--- config.mk ---
export PLATFORM = sky130hd
export DESIGN_NAME = bram_port_arbiter
export DESIGN_NICKNAME = d
export VERILOG_FILES = /design/src/rtl/bram_port_arbiter.sv
export SDC_FILE = /design/constraint.sdc
export NUM_CORES = 1
export LEC_CHECK = 0
export CORE_AREA = 2 2 84 86
export CTS_CLUSTER_DIAMETER = 30
export DETAILED_ROUTE_END_ITERATION = 8
export DIE_AREA = 0 0 86 88
export GPL_ROUTABILITY_DRIVEN = 0
export PLACE_DENSITY = 0.71
export SYNTH_ARGS = -nofsm -noshare
export SYNTH_HDL_FRONTEND = slang
export SYNTH_SLANG_ARGS = --single-unit
export TNS_END_PERCENT = 100
--- constraint.sdc ---
create_clock -name clk -period 4.2 [get_ports clk]
set_clock_uncertainty 0.15 [all_clocks]
set_input_delay 1.26 -clock clk [delete_from_list [all_inputs] [get_ports clk]]
set_output_delay 1.26 -clock clk [all_outputs]
set_load 0.005 [all_outputs]
--- src/rtl/bram_port_arbiter.sv ---
// ---------------------------------------------------------------------------
// bram_port_arbiter
//
// Shares the single port of a per-core byte-enabled BRAM between NUM_REQ
// requesters (for example the core load/store unit and the program loader).
// Requesters are served round-robin. A requester can hold the port across
// several transfers (atomic read-modify-write) by raising req_lock. Read
// data returns to the issuing requester READ_LATENCY cycles after issue.
//
// Handshake: requester i presents a request by raising req_valid[i] with its
// we/be/addr/wdata/lock slice. The arbiter raises req_ready[i] in the same
// cycle, combinationally, when the port is granted to i. A transfer happens
// on the rising edge where req_valid[i] and req_ready[i] are both 1. That is
// the only cycle in which the request fields are sampled, so a requester may
// change or drop its request freely while it is not ready. At most one
// req_ready bit is high per cycle.
//
// Ports:
//   clk        clock, all state on the rising edge
//   reset      asynchronous, active-high reset
//   req_valid  [NUM_REQ]             request present per requester
//   req_ready  [NUM_REQ]             grant / accept, one-hot or zero
//   req_lock   [NUM_REQ]             keep the grant after this transfer
//   req_we     [NUM_REQ]             1 = write, 0 = read
//   req_be     [NUM_REQ*NB_COL]      byte enables, slice i*NB_COL +: NB_COL
//   req_addr   [NUM_REQ*ADDR_WIDTH]  word addresses, sliced the same way
//   req_wdata  [NUM_REQ*DWIDTH]      write data, sliced the same way
//   rsp_valid  [NUM_REQ]             read data valid for requester i
//   rsp_rdata  [DWIDTH]              read data shared by all requesters
//   mem_en     BRAM port enable
//   mem_we     [NB_COL]              BRAM byte write enables
//   mem_addr   [ADDR_WIDTH]          BRAM word address
//   mem_wdata  [DWIDTH]              BRAM write data
//   mem_rdata  [DWIDTH]              BRAM read data, READ_LATENCY after mem_en
// ---------------------------------------------------------------------------
module bram_port_arbiter #(
    parameter int NUM_REQ      = 2,
    parameter int ADDR_WIDTH   = 10,
    parameter int DWIDTH       = 32,
    parameter int NB_COL       = 4,
    parameter int READ_LATENCY = 1
) (
    input  logic                           clk,
    input  logic                           reset,
    input  logic [NUM_REQ-1:0]             req_valid,
    output logic [NUM_REQ-1:0]             req_ready,
    input  logic [NUM_REQ-1:0]             req_lock,
    input  logic [NUM_REQ-1:0]             req_we,
    input  logic [NUM_REQ*NB_COL-1:0]      req_be,
    input  logic [NUM_REQ*ADDR_WIDTH-1:0]  req_addr,
    input  logic [NUM_REQ*DWIDTH-1:0]      req_wdata,
    output logic [NUM_REQ-1:0]             rsp_valid,
    output logic [DWIDTH-1:0]              rsp_rdata,
    output logic                           mem_en,
    output logic [NB_COL-1:0]              mem_we,
    output logic [ADDR_WIDTH-1:0]          mem_addr,
    output logic [DWIDTH-1:0]              mem_wdata,
    input  logic [DWIDTH-1:0]              mem_rdata
);

    localparam int IDX_W = (NUM_REQ > 1) ? $clog2(NUM_REQ) : 1;

    // -----------------------------------------------------------------------
    // Per-requester views of the flattened request buses
    // -----------------------------------------------------------------------
    logic [NB_COL-1:0]     be_arr    [NUM_REQ];
    logic [ADDR_WIDTH-1:0] addr_arr  [NUM_REQ];
    logic [DWIDTH-1:0]     wdata_arr [NUM_REQ];

    for (genvar g = 0; g < NUM_REQ; g++) begin : g_unpack
        assign be_arr[g]    = req_be[g*NB_COL +: NB_COL];
        assign addr_arr[g]  = req_addr[g*ADDR_WIDTH +: ADDR_WIDTH];
        assign wdata_arr[g] = req_wdata[g*DWIDTH +: DWIDTH];
    end

    // -----------------------------------------------------------------------
    // Arbitration state
    // -----------------------------------------------------------------------
    logic [IDX_W-1:0] rr_ptr;      // first requester to consider this cycle
    logic             lock_valid;  // a requester currently owns the port
    logic [IDX_W-1:0] lock_idx;    // which requester owns it

    // Read tag pipeline: one stage per cycle of BRAM read latency. The last
    // stage lines up with mem_rdata for the read it describes.
    logic             tag_v   [READ_LATENCY];
    logic [IDX_W-1:0] tag_idx [READ_LATENCY];

    // -----------------------------------------------------------------------
    // Grant selection (combinational)
    // -----------------------------------------------------------------------
    logic             grant;       // a transfer happens this cycle
    logic [IDX_W-1:0] winner;      // requester being served
    logic [IDX_W:0]   cand_sum;    // one extra bit so the wrap test cannot overflow
    logic [IDX_W-1:0] cand;
    logic [IDX_W-1:0] next_rr;

    always_comb begin
        grant    = 1'b0;
        winner   = '0;
        cand_sum = '0;
        cand     = '0;
        // Search from rr_ptr upward, wrapping modulo NUM_REQ. The first
        // valid candidate wins; later ones are ignored.
        for (int k = 0; k < NUM_REQ; k++) begin
            cand_sum = {1'b0, rr_ptr} + (IDX_W+1)'(k);
            if (cand_sum >= (IDX_W+1)'(NUM_REQ)) begin
                cand_sum = cand_sum - (IDX_W+1)'(NUM_REQ);
            end
            cand = cand_sum[IDX_W-1:0];
            if (!grant && req_valid[cand]) begin
                grant  = 1'b1;
                winner = cand;
            end
        end
        // A held lock overrides the search: only the owner may be served,
        // and everyone else waits even when the owner has nothing to do.
        if (lock_valid) begin
            grant  = req_valid[lock_idx];
            winner = lock_idx;
        end
        // Nothing is accepted while reset is held.
        if (reset) begin
            grant = 1'b0;
        end
    end

    always_comb begin
        req_ready = '0;
        for (int i = 0; i < NUM_REQ; i++) begin
            req_ready[i] = grant && (winner == IDX_W'(i));
        end
    end

    // Pointer value used after an unlocked transfer: the slot just past the
    // winner, wrapping at NUM_REQ (which need not be a power of two).
    always_comb begin
        if (winner == IDX_W'(NUM_REQ - 1)) begin
            next_rr = '0;
        end else begin
            next_rr = winner + IDX_W'(1);
        end
    end

    // -----------------------------------------------------------------------
    // BRAM port drive
    // -----------------------------------------------------------------------
    always_comb begin
        mem_en    = grant;
        mem_addr  = addr_arr[winner];
        mem_wdata = wdata_arr[winner];
        mem_we    = '0;
        if (grant && req_we[winner]) begin
            mem_we = be_arr[winner];
        end
    end

    // -----------------------------------------------------------------------
    // Round-robin pointer and lock ownership
    // -----------------------------------------------------------------------
    always_ff @(posedge clk or posedge reset) begin
        if (reset) begin
            rr_ptr     <= '0;
            lock_valid <= 1'b0;
            lock_idx   <= '0;
        end else if (grant) begin
            if (req_lock[winner]) begin
                // Take or keep ownership. The pointer stays put so that,
                // once released, arbitration resumes past the owner.
                lock_valid <= 1'b1;
                lock_idx   <= winner;
            end else begin
                // Unlocked transfer: this also ends any lock the winner held.
                lock_valid <= 1'b0;
                rr_ptr     <= next_rr;
            end
        end
        // No transfer: state holds. An idle owner keeps its lock.
    end

    // -----------------------------------------------------------------------
    // Read tag pipeline
    // -----------------------------------------------------------------------
    always_ff @(posedge clk or posedge reset) begin
        if (reset) begin
            for (int s = 0; s < READ_LATENCY; s++) begin
                tag_v[s]   <= 1'b0;
                tag_idx[s] <= '0;
            end
        end else begin
            // Writes and idle cycles push an invalid tag so that the stage
            // count always matches the BRAM's fixed output latency.
            tag_v[0]   <= grant && !req_we[winner];
            tag_idx[0] <= winner;
            for (int s = 1; s < READ_LATENCY; s++) begin
                tag_v[s]   <= tag_v[s-1];
                tag_idx[s] <= tag_idx[s-1];
            end
        end
    end

    // -----------------------------------------------------------------------
    // Response routing
    // -----------------------------------------------------------------------
    always_comb begin
        rsp_valid = '0;
        for (int i = 0; i < NUM_REQ; i++) begin
            rsp_valid[i] = tag_v[READ_LATENCY-1] &&
                           (tag_idx[READ_LATENCY-1] == IDX_W'(i));
        end
    end

    // Read data is passed straight through from the BRAM; rsp_valid says
    // who it belongs to. Responses leave in issue order by construction.
    assign rsp_rdata = mem_rdata;

endmodule

==> results of run 1 <==
[cell type report]
type,count,area [um^2],area share [%]
Inverter,4,32.5,1.22
Sequential cell,5,125,4.70
Timing Repair Buffer,168,1660,62.5
Multi-Input combinational cell,164,697,26.2
Tap cell,80,100,3.76
Clock buffer,4,45.0,1.69
[state kept, by name (all words and copies together) (netlist names)]
| register | count |
|---|---|
| lock_idx | 1 |
| lock_valid | 1 |
| rr_ptr | 1 |
| tag_idx | 1 |
| tag_v | 1 |
[worst max-delay path, stage by stage]
cell and delay, ns:
sky130_fd_sc_hd__dlygate4sd2_1 0.25, sky130_fd_sc_hd__nand2b_1 0.12, sky130_fd_sc_hd__o21a_4 0.18, sky130_fd_sc_hd__clkinv_8 0.09, sky130_fd_sc_hd__buf_12 0.15, sky130_fd_sc_hd__buf_4 0.15
sky130_fd_sc_hd__buf_4 0.13, sky130_fd_sc_hd__nand2_1 0.06, sky130_fd_sc_hd__nand2_1 0.06, sky130_fd_sc_hd__dlygate4sd2_1 0.26
[Yosys cell counts]
cell type                  instances  area, um^2
sky130_fd_sc_hd__nand2_1         132         495
sky130_fd_sc_hd__nor2b_1           2        12.5
sky130_fd_sc_hd__dfrtp_1           5         125
sky130_fd_sc_hd__and2_1            1        6.26
sky130_fd_sc_hd__nor4b_1           1        8.76
sky130_fd_sc_hd__inv_1             2        7.51
sky130_fd_sc_hd__buf_4            33         248
sky130_fd_sc_hd__clkbuf_1          1        3.75
sky130_fd_sc_hd__nand3_1           8        40.0
sky130_fd_sc_hd__clkinv_2          1        5.00
sky130_fd_sc_hd__a31oi_1           2        12.5
sky130_fd_sc_hd__a211o_4           1        17.5
sky130_fd_sc_hd__nand2b_1          1        6.26
sky130_fd_sc_hd__buf_6             2        22.5
sky130_fd_sc_hd__mux2i_1           1        10.0
sky130_fd_sc_hd__o21ai_1           1        5.00
sky130_fd_sc_hd__o21a_2            1        8.76
sky130_fd_sc_hd__nor2_1            5        18.8
sky130_fd_sc_hd__and3_1            1        6.26
sky130_fd_sc_hd__clkinv_4          1        8.76
sky130_fd_sc_hd__buf_2             6        30.0
sky130_fd_sc_hd__a21oi_1           7        35.0
[power groups by stage]
stage | Sequential (mW) | Clock [mW] | Combinational (mW)
3_3_place_gp | 0.0880 | 0 | 1.08
6_report | 0.0909 | 0.0878 | 1.11
4_1_cts | 0.0906 | 0.0903 | 1.11
3_5_place_dp | 0.0883 | 0 | 1.09
5_1_grt | 0.0935 | 0.0966 | 1.23
2_1_floorplan | 0.0837 | 0 | 0.475
[through the flow]
step                      utilization, %  instances  power, mW  TNS (ns)  instance area [um^2]
final                               40.1        425       1.29         0                  2660
after global placement              38.2        412       1.16    -13.05                  2540
after global routing                40.1        425       1.42         0                  2660
after CTS                           39.8        422       1.29         0                  2650
after floorplan                        -        215      0.559         0                  1130
after detailed placement            38.2        412       1.18    -14.04                  2540
[kinds of logic (layout without fill, tap and decap cells)]
| family | count (synthesis) | after routing |
|---|---|---|
| mux | 1 | 1 |
| buf+inv | 46 | 176 |
| simple gates | 151 | 151 |
| flops | 5 | 5 |
| compound gates | 12 | 12 |
[what timing repair did]
item	4_1_cts	5_1_grt
pin swaps	2	1
cloned	2	0
setup endpoints to repair	49	2
buffers inserted	4	3
gates resized for setup	60	2
[worst paths after layout]
path	startpoint	endpoint	slack, ns	cells after the start
min in group asynchronous	reset	lock_idx$_DFFE_PP0P_	1.20	2
setup reg to reg	lock_valid$_DFFE_PP0P_	lock_valid$_DFFE_PP0P_	2.49	7
max in group asynchronous	reset	tag_v$_DFF_PP0_	2.53	2
hold / removal	lock_idx$_DFFE_PP0P_	lock_idx$_DFFE_PP0P_	0.43	2
setup / recovery	req_valid[1]	mem_addr[3]	0.08	10
hold reg to reg	lock_idx$_DFFE_PP0P_	lock_idx$_DFFE_PP0P_	0.43	2
[routing by layer]
| metal | vias up | part of all wire [%] |
|---|---|---|
| met2 | 107 | 51 |
| met4 | 0 | 1.9 |
| met1 | 741 | 38 |
| li1 | 887 | - |
| met5 | - | 0 |
| met3 | 20 | 9.4 |
==> flow_metrics.tcl, run 1 <==
set metrics [dict create \
    port_buffers 150 \
    syn_area_um2 1130 \
    synthMuxAreaShare_pct 0.883 \
    holdCritPathClass "flip-flop to flip-flop" \
    timing.critical_path.from_type "primary input" \
    areaGrowthSynthToFinish_pct 135 \
    synth_fa_ha_area_share_pct 0 \
    placement_rows 30 \
    setup.worst_path.class "primary input to output port" \
    cts.path.max_buffers 2 \
    syn_nets 347 \
    post_drt_wl_per_cell_um 11.7 \
    grtUsageMet1_pct 12.2 \
    maxClockFrequency_ghz 0.243 \
    fin_nets 478 \
    io_pins 215 \
    max_slew.worst_pin.slew_ns 0.235 \
    ctsRootBufferMaster "sky130_fd_sc_hd__clkbuf_8" \
    dieHeight_um 88 \
    grt_remaining_overflow 0 \
    antenna-diode-count 0 \
    wl_um 4960 \
    seq_total_area_yosys_pct 11.0 \
    worstPathMaxFanout 9 \
    finalCriticalPeriod_ns 4.12 \
    grtUsageMet2_pct 23.4 \
    share_seq_of_total_power_pct 7.1 \
    internal_power_mw 0.762 \
    die_width_um 86 \
    post_synth_xor_area_fraction_pct 0 \
    detail-route-antenna-nets 0 \
    switch_pwr_mw 0.523 \
    dp.final_hpwl_um 3840 \
    insertion_delay_ns 0.22 \
    first_pass_iters 4 \
    drcViolationCount 0 \
    initial_utilization_pct 17.1 \
    dpl_worst_slack_ns -0.336 \
    slew_viol_final 0 \
    grt_use_met3_pct 2.92 \
    worst-endpoint-required_ns 2.79 \
    tritoncts "built" \
    setup_ws_ns 0.0830 \
    p_per_area_nw_per_um2 483 \
    slew_headroom_pct 84.1 \
    run_status "finished, final reports clean" \
    cts_sinks 5 \
    routed_via_density 4.13 \
    fill_cells 698 \
    final_layout_size_suffix_gt1_share_pct 7.83 \
    vdd_drop_max_mv 0.157 \
    synth_cell_type_count 22 \
    htreeDepth 1 \
    cts_made_buffers 3 \
    power.leakage_nw 1.37 \
    pwr-share-comb_pct 86.1 \
    period_share_pct 98.0 \
    synthesis.area_per_instance_um2 5.27 \
    dr.first_iter.drc_count 36 \
    synth_compound_area_share_pct 6.95 \
    holdWs_ns 0.434 \
    post_synth_and_or_nand_nor_area_fraction_pct 52.4 \
    fp.coreArea_um2 6640 \
    layout_common_cells "sky130_fd_sc_hd__nand2_1 (132), sky130_fd_sc_hd__clkdlybuf4s50_1 (99), sky130_fd_sc_hd__dlygate4sd2_1 (50), sky130_fd_sc_hd__buf_4 (12), sky130_fd_sc_hd__nand3_1 (8)" \
    clkTransAtPathRegs_ns 0.03 \
    critical_path.endpoint_type "output port" \
    post_synth_inst_count 215 \
    portion_of_total_power_attributed_to_the_clock_network_pct 6.8 \
    grt_first_pass_wirelength_um 7360 \
    cp_data_arrival_time_ns 2.71 \
    rsz_0062_raised_after_global_routing "false" \
    route.vias.total 1755 \
    netSwitchingFraction_pct 40.7 \
    vias_in_the_first_global_route 1637 \
    postSynthRegisterBits 5 \
    largest_family_of_logic_cells_by_synthesized_area "simple AND/OR/NAND/NOR gates" \
    synth_warnings 0 \
    initial_antenna_violation_count 0 \
    finalSetupViolCount 0 \
    final_common_cell "sky130_fd_sc_hd__nand2_1" \
    post_cts_hold_buffer_count 0 \
    gr-usage-all-layers_pct 12.0 \
    maxCapViolations 0 \
    top_usage_layer "met2" \
    pin_count_of_the_biggest_net_entering_global_routing 24 \
    die-area_um2 7570 \
    final_hold_viol_count 0 \
]
No activity file was read; power rests on OpenSTA's default activity.
==> run 2, diff against run 1 <==
Settings changed: SKIP_LAST_GASP set to 1.
==> flow_metrics.tcl, run 2 (synthesized netlist as in run 1, its figures left out) <==
set metrics [dict create \
    critical-path-slowest-cell "sky130_fd_sc_hd__clkdlybuf4s50_1" \
    detail-route-antenna-nets 0 \
    routed_via_density 4.12 \
    dr.first_iter.drc_count 20 \
    holdCritPathClass "flip-flop to flip-flop" \
    placement_rows 30 \
    first_pass_iters 4 \
    gr-usage-all-layers_pct 12.0 \
    initial_utilization_pct 17.1 \
    cts_made_buffers 3 \
    dp.final_hpwl_um 3840 \
    rsz_0062_raised_after_global_routing "false" \
    antenna-diode-count 0 \
    setup.worst_path.class "primary input to output port" \
    path_cells "clkdlybuf4s15_1 > nor2b_4 > o21a_4 > bufbuf_16 > nand2_1 > nand2_1 > clkdlybuf4s50_1" \
    final_common_cell "sky130_fd_sc_hd__nand2_1" \
    period_share_pct 98.9 \
    maxClockFrequency_ghz 0.241 \
    slew_headroom_pct 84.1 \
    worstPathMaxFanout 12 \
    grtUsageMet1_pct 12.3 \
    share_seq_of_total_power_pct 6.4 \
    regToRegSetupSlack_ns 2.45 \
    worst-endpoint-required_ns 2.79 \
    worst_r2r_endpoint "lock_valid$_DFFE_PP0P_" \
    fp.coreArea_um2 6640 \
    htreeDepth 1 \
    portion_of_total_power_attributed_to_the_clock_network_pct 6.2 \
    timing.critical_path.from_type "primary input" \
    pin_count_of_the_biggest_net_entering_global_routing 24 \
    fin_area_um2 2830 \
    route.vias.total 1776 \
    grt_remaining_overflow 0 \
    wl_um 5150 \
    worstHoldPathCells 2 \
    critPathMostFrequentCell "sky130_fd_sc_hd__nand2_1" \
    drcViolationCount 0 \
    finalSetupViolCount 0 \
    crit_end "mem_wdata[5]" \
    internal_power_mw 0.873 \
    layout_common_cells "sky130_fd_sc_hd__nand2_1 (132), sky130_fd_sc_hd__clkdlybuf4s50_1 (100), sky130_fd_sc_hd__dlygate4sd2_1 (27), sky130_fd_sc_hd__dlymetal6s2s_1 (22), sky130_fd_sc_hd__buf_4 (16)" \
    cp-startpoint "req_valid[0]" \
    grt_first_pass_wirelength_um 7360 \
    die-area_um2 7570 \
    slew_viol_final 0 \
    ctsRootBufferMaster "sky130_fd_sc_hd__clkbuf_8" \
    post_cts_hold_buffer_count 0 \
    holdWs_ns 0.433 \
    cpPeakStageDelay_ns 0.49 \
    dieHeight_um 88 \
    final_hold_viol_count 0 \
    maxCapViolations 0 \
    critical_path.endpoint_type "output port" \
    fin_nets 484 \
    grtUsageMet2_pct 23.4 \
    grt_use_met3_pct 2.92 \
    run_status "finished, final reports clean" \
    pwr-share-comb_pct 87.5 \
    finalCriticalPeriod_ns 4.15 \
    die_width_um 86 \
    max_slew.worst_pin.slew_ns 0.235 \
    port_buffers 150 \
    areaGrowthSynthToFinish_pct 149 \
    initial_antenna_violation_count 0 \
    setup_ws_ns 0.0471 \
    netSwitchingFraction_pct 38.5 \
    finish.cell_count_without_fillers 431 \
    dpl_worst_slack_ns -0.336 \
    worst_r2r_src "lock_valid$_DFFE_PP0P_" \
    top_usage_layer "met2" \
    post_drt_wl_per_cell_um 11.9 \
    clkTransAtPathRegs_ns 0.03 \
    p_per_area_nw_per_um2 502 \
    vdd_drop_max_mv 0.163 \
    power.leakage_nw 1.59 \
    io_pins 215 \
    final_layout_size_suffix_gt1_share_pct 9.12 \
    tritoncts "built" \
    cts_sinks 5 \
    switch_pwr_mw 0.547 \
    vias_in_the_first_global_route 1638 \
    placed_cells 412 \
    post_place_instance_area_um2 2540 \
    cp_data_arrival_time_ns 2.74 \
    insertion_delay_ns 0.22 \
    number_of_cell_instances_on_the_worst_register_to_register_path 8 \
    cts.path.max_buffers 2 \
]
run 2: per-stage QoR:
step                total power, mW  TNS (ns)  util [%]
global placement               1.16    -13.05      38.2
CTS                            1.37     -3.91      40.2
finish                         1.42         0      42.6
floorplan                     0.559         0         -
global route                   1.55         0      42.6
detailed placement             1.18    -14.04      38.2
run 2: routing by layer:
layer / part of all wire, % / vias to the layer above
li1: - / 898
met1: 37 / 755
met2: 51 / 103
met3: 9.3 / 20
met4: 1.8 / 0
met5: 0 / -
run 2: how the worst min path moves through the flow:
| stage | slack, ns | from | to |
|---|---|---|---|
| global placement | 0.42 | rr_ptr$_DFFE_PP0P_ | lock_idx$_DFFE_PP0P_ |
| CTS | 0.44 | rr_ptr$_DFFE_PP0P_ | lock_idx$_DFFE_PP0P_ |
| floorplan | 0.38 | rr_ptr$_DFFE_PP0P_ | rr_ptr$_DFFE_PP0P_ |
| detailed placement | 0.42 | rr_ptr$_DFFE_PP0P_ | lock_idx$_DFFE_PP0P_ |
| finish | 0.43 | lock_idx$_DFFE_PP0P_ | lock_idx$_DFFE_PP0P_ |
| global route | 0.49 | lock_idx$_DFFE_PP0P_ | lock_idx$_DFFE_PP0P_ |
run 2: what timing repair did:
action                                  4_1_cts  5_1_grt
endpoints found under the setup margin       49       41
buffers inserted                              4        8
pin swaps                                     2        1
gates resized for setup                      36       24
gates cloned                                  2        1
run 2: critical path: cells and delay by family:
| kind | cells | cell delay, ns |
|---|---|---|
| compound gates | 1 | 0.20 |
| buf+inv | 3 | 1.00 |
| simple gates | 3 | 0.27 |
run 2: layout make-up:
class | count | area (um^2)
flip-flops and latches | 5 | 125
multi-input cells | 164 | 697
fillers | 676 | 3820
well taps | 80 | 100
clock buffers | 4 | 45.0
repair buffers | 174 | 1830
inverters | 4 | 32.5
run 2: power by group through the flow:
stage / clock network, mW / logic (mW) / registers, mW
after floorplan: 0 / 0.475 / 0.0837
after global placement: 0 / 1.08 / 0.0880
after detailed placement: 0 / 1.09 / 0.0883
after CTS: 0.0903 / 1.19 / 0.0890
after global routing: 0.0966 / 1.36 / 0.0935
final: 0.0876 / 1.24 / 0.0905
==> run 3, diff against run 2 <==
Settings changed: MAX_ROUTING_LAYER set to met4.
==> flow_metrics.tcl, run 3 (synthesized netlist as in run 1, its figures left out) <==
set metrics [dict create \
    grt_first_pass_wirelength_um 7370 \
    io_pins 215 \
    die-area_um2 7570 \
    ctsRootBufferMaster "sky130_fd_sc_hd__clkbuf_8" \
    detail-route-antenna-nets 0 \
    timing.critical_path.from_type "primary input" \
    areaGrowthSynthToFinish_pct 149 \
    initial_antenna_violation_count 0 \
    regToRegSetupSlack_ns 2.45 \
    dieHeight_um 88 \
    slew_viol_final 0 \
    setup.worst_path.class "primary input to output port" \
    worst_r2r_endpoint "lock_valid$_DFFE_PP0P_" \
    maxClockFrequency_ghz 0.241 \
    layout_common_cells "sky130_fd_sc_hd__nand2_1 (132), sky130_fd_sc_hd__clkdlybuf4s50_1 (100), sky130_fd_sc_hd__dlygate4sd2_1 (27), sky130_fd_sc_hd__dlymetal6s2s_1 (22), sky130_fd_sc_hd__buf_4 (16)" \
    area.sequential_um2 125 \
    placement_rows 30 \
    final_layout_size_suffix_gt1_share_pct 9.12 \
    rsz_0062_raised_after_global_routing "false" \
    dp.final_hpwl_um 3840 \
    p_per_area_nw_per_um2 502 \
    maxCapViolations 0 \
    multiInputGateArea_um2 697 \
    routed_via_density 4.12 \
    route.vias.total 1776 \
    period_share_pct 98.9 \
    cts.path.max_buffers 2 \
    final_core_utilization_pct 42.6 \
    cts_made_buffers 3 \
    port_buffers 150 \
    holdPathEnd "lock_idx$_DFFE_PP0P_" \
    initial_utilization_pct 17.1 \
    wl_um 5150 \
    hold_path.startpoint "lock_idx$_DFFE_PP0P_" \
    slew_headroom_pct 84.1 \
    worst-endpoint-required_ns 2.79 \
    antenna-diode-count 0 \
    max_slew.worst_pin.slew_ns 0.235 \
    worst_r2r_src "lock_valid$_DFFE_PP0P_" \
    post_drt_wl_per_cell_um 12.0 \
    fill_cells 676 \
    final_hold_viol_count 0 \
    cp-startpoint "req_valid[0]" \
    run_status "finished, final reports clean" \
    setup_ws_ns 0.0471 \
    power.leakage_nw 1.59 \
    fp.coreArea_um2 6640 \
    vias_in_the_first_global_route 1634 \
    worstHoldPathCells 2 \
    critical_path.endpoint_type "output port" \
    pin_count_of_the_biggest_net_entering_global_routing 24 \
    post_cts_hold_buffer_count 0 \
    holdCritPathClass "flip-flop to flip-flop" \
    htreeDepth 1 \
    cp_data_arrival_time_ns 2.74 \
    insertion_delay_ns 0.22 \
    vdd_drop_max_mv 0.162 \
    final_common_cell "sky130_fd_sc_hd__nand2_1" \
    drcViolationCount 0 \
    grt_remaining_overflow 0 \
    dr.first_iter.drc_count 22 \
    number_of_cell_instances_on_the_worst_register_to_register_path 8 \
    first_pass_iters 4 \
    tritoncts "built" \
    finalCriticalPeriod_ns 4.15 \
    fin_nets 484 \
    worstPathMaxFanout 12 \
    finalSetupViolCount 0 \
    die_width_um 86 \
    clkTransAtPathRegs_ns 0.03 \
    dpl_worst_slack_ns -0.336 \
    cts_sinks 5 \
    gr-usage-all-layers_pct 12.4 \
]
-- run 3: cell counts in the layout (fill, tap and decap cells not counted) --
Identical to the previous run, type by type.
-- run 3: metal layers --
metal	vias to the layer above	routed length, um	share of wire, %	global-route usage [%]
li1	898	-	-	-
met1	755	1920	37	12.4
met2	103	2650	51	23.3
met3	20	488	9.5	2.92
met4	0	94	1.8	4.33
met5	-	0	0	-
-- run 3: worst max-delay path, cell delays in order --
cell	delay [ns]
sky130_fd_sc_hd__clkdlybuf4s15_1	0.22
sky130_fd_sc_hd__nor2b_4	0.17
sky130_fd_sc_hd__o21a_4	0.20
sky130_fd_sc_hd__bufbuf_16	0.29
sky130_fd_sc_hd__nand2_1	0.05
sky130_fd_sc_hd__nand2_1	0.05
sky130_fd_sc_hd__clkdlybuf4s50_1	0.49
-- run 3: power breakdown --
group,leakage (nW),switching [mW],internal [mW],total [mW]
Sequential,0.0619,0.0211,0.0693,0.0904
Clock,0.0228,0.0226,0.0650,0.0876
Combinational,1.51,0.504,0.739,1.24
Total,1.59,0.547,0.873,1.42
-- run 3: worst max path at each step --
stage,depth (start not counted),slack (ns),end
2_1_floorplan,6,0.76,mem_we[0]
3_3_place_gp,7,-0.30,mem_addr[0]
3_5_place_dp,8,-0.34,mem_wdata[0]
4_1_cts,8,-0.19,mem_wdata[0]
5_1_grt,10,0.003,mem_addr[3]
6_report,7,0.05,mem_wdata[5]
-- run 3: cell type report --
type	instances	area share (%)
Timing Repair Buffer	174	64.6
Multi-Input combinational cell	164	24.6
Sequential cell	5	4.42
Tap cell	80	3.54
Clock buffer	4	1.59
Inverter	4	1.15
-- run 3: repair_timing --
item,4_1_cts,5_1_grt
gates resized for setup,36,24
setup endpoints to repair,49,41
gates cloned,2,1
pin swaps,2,1
setup buffers,4,8
-- run 3: metrics by stage --
stage	total power, mW	hold slack (ns)	instance area, um^2	setup TNS (ns)	instances
floorplan	0.559	0.381	1130	0	215
global placement	1.16	0.419	2540	-13.05	412
detailed placement	1.18	0.422	2540	-14.04	412
CTS	1.37	0.439	2670	-3.91	422
global route	1.55	0.488	2830	0	431
finish	1.42	0.433	2830	0	431
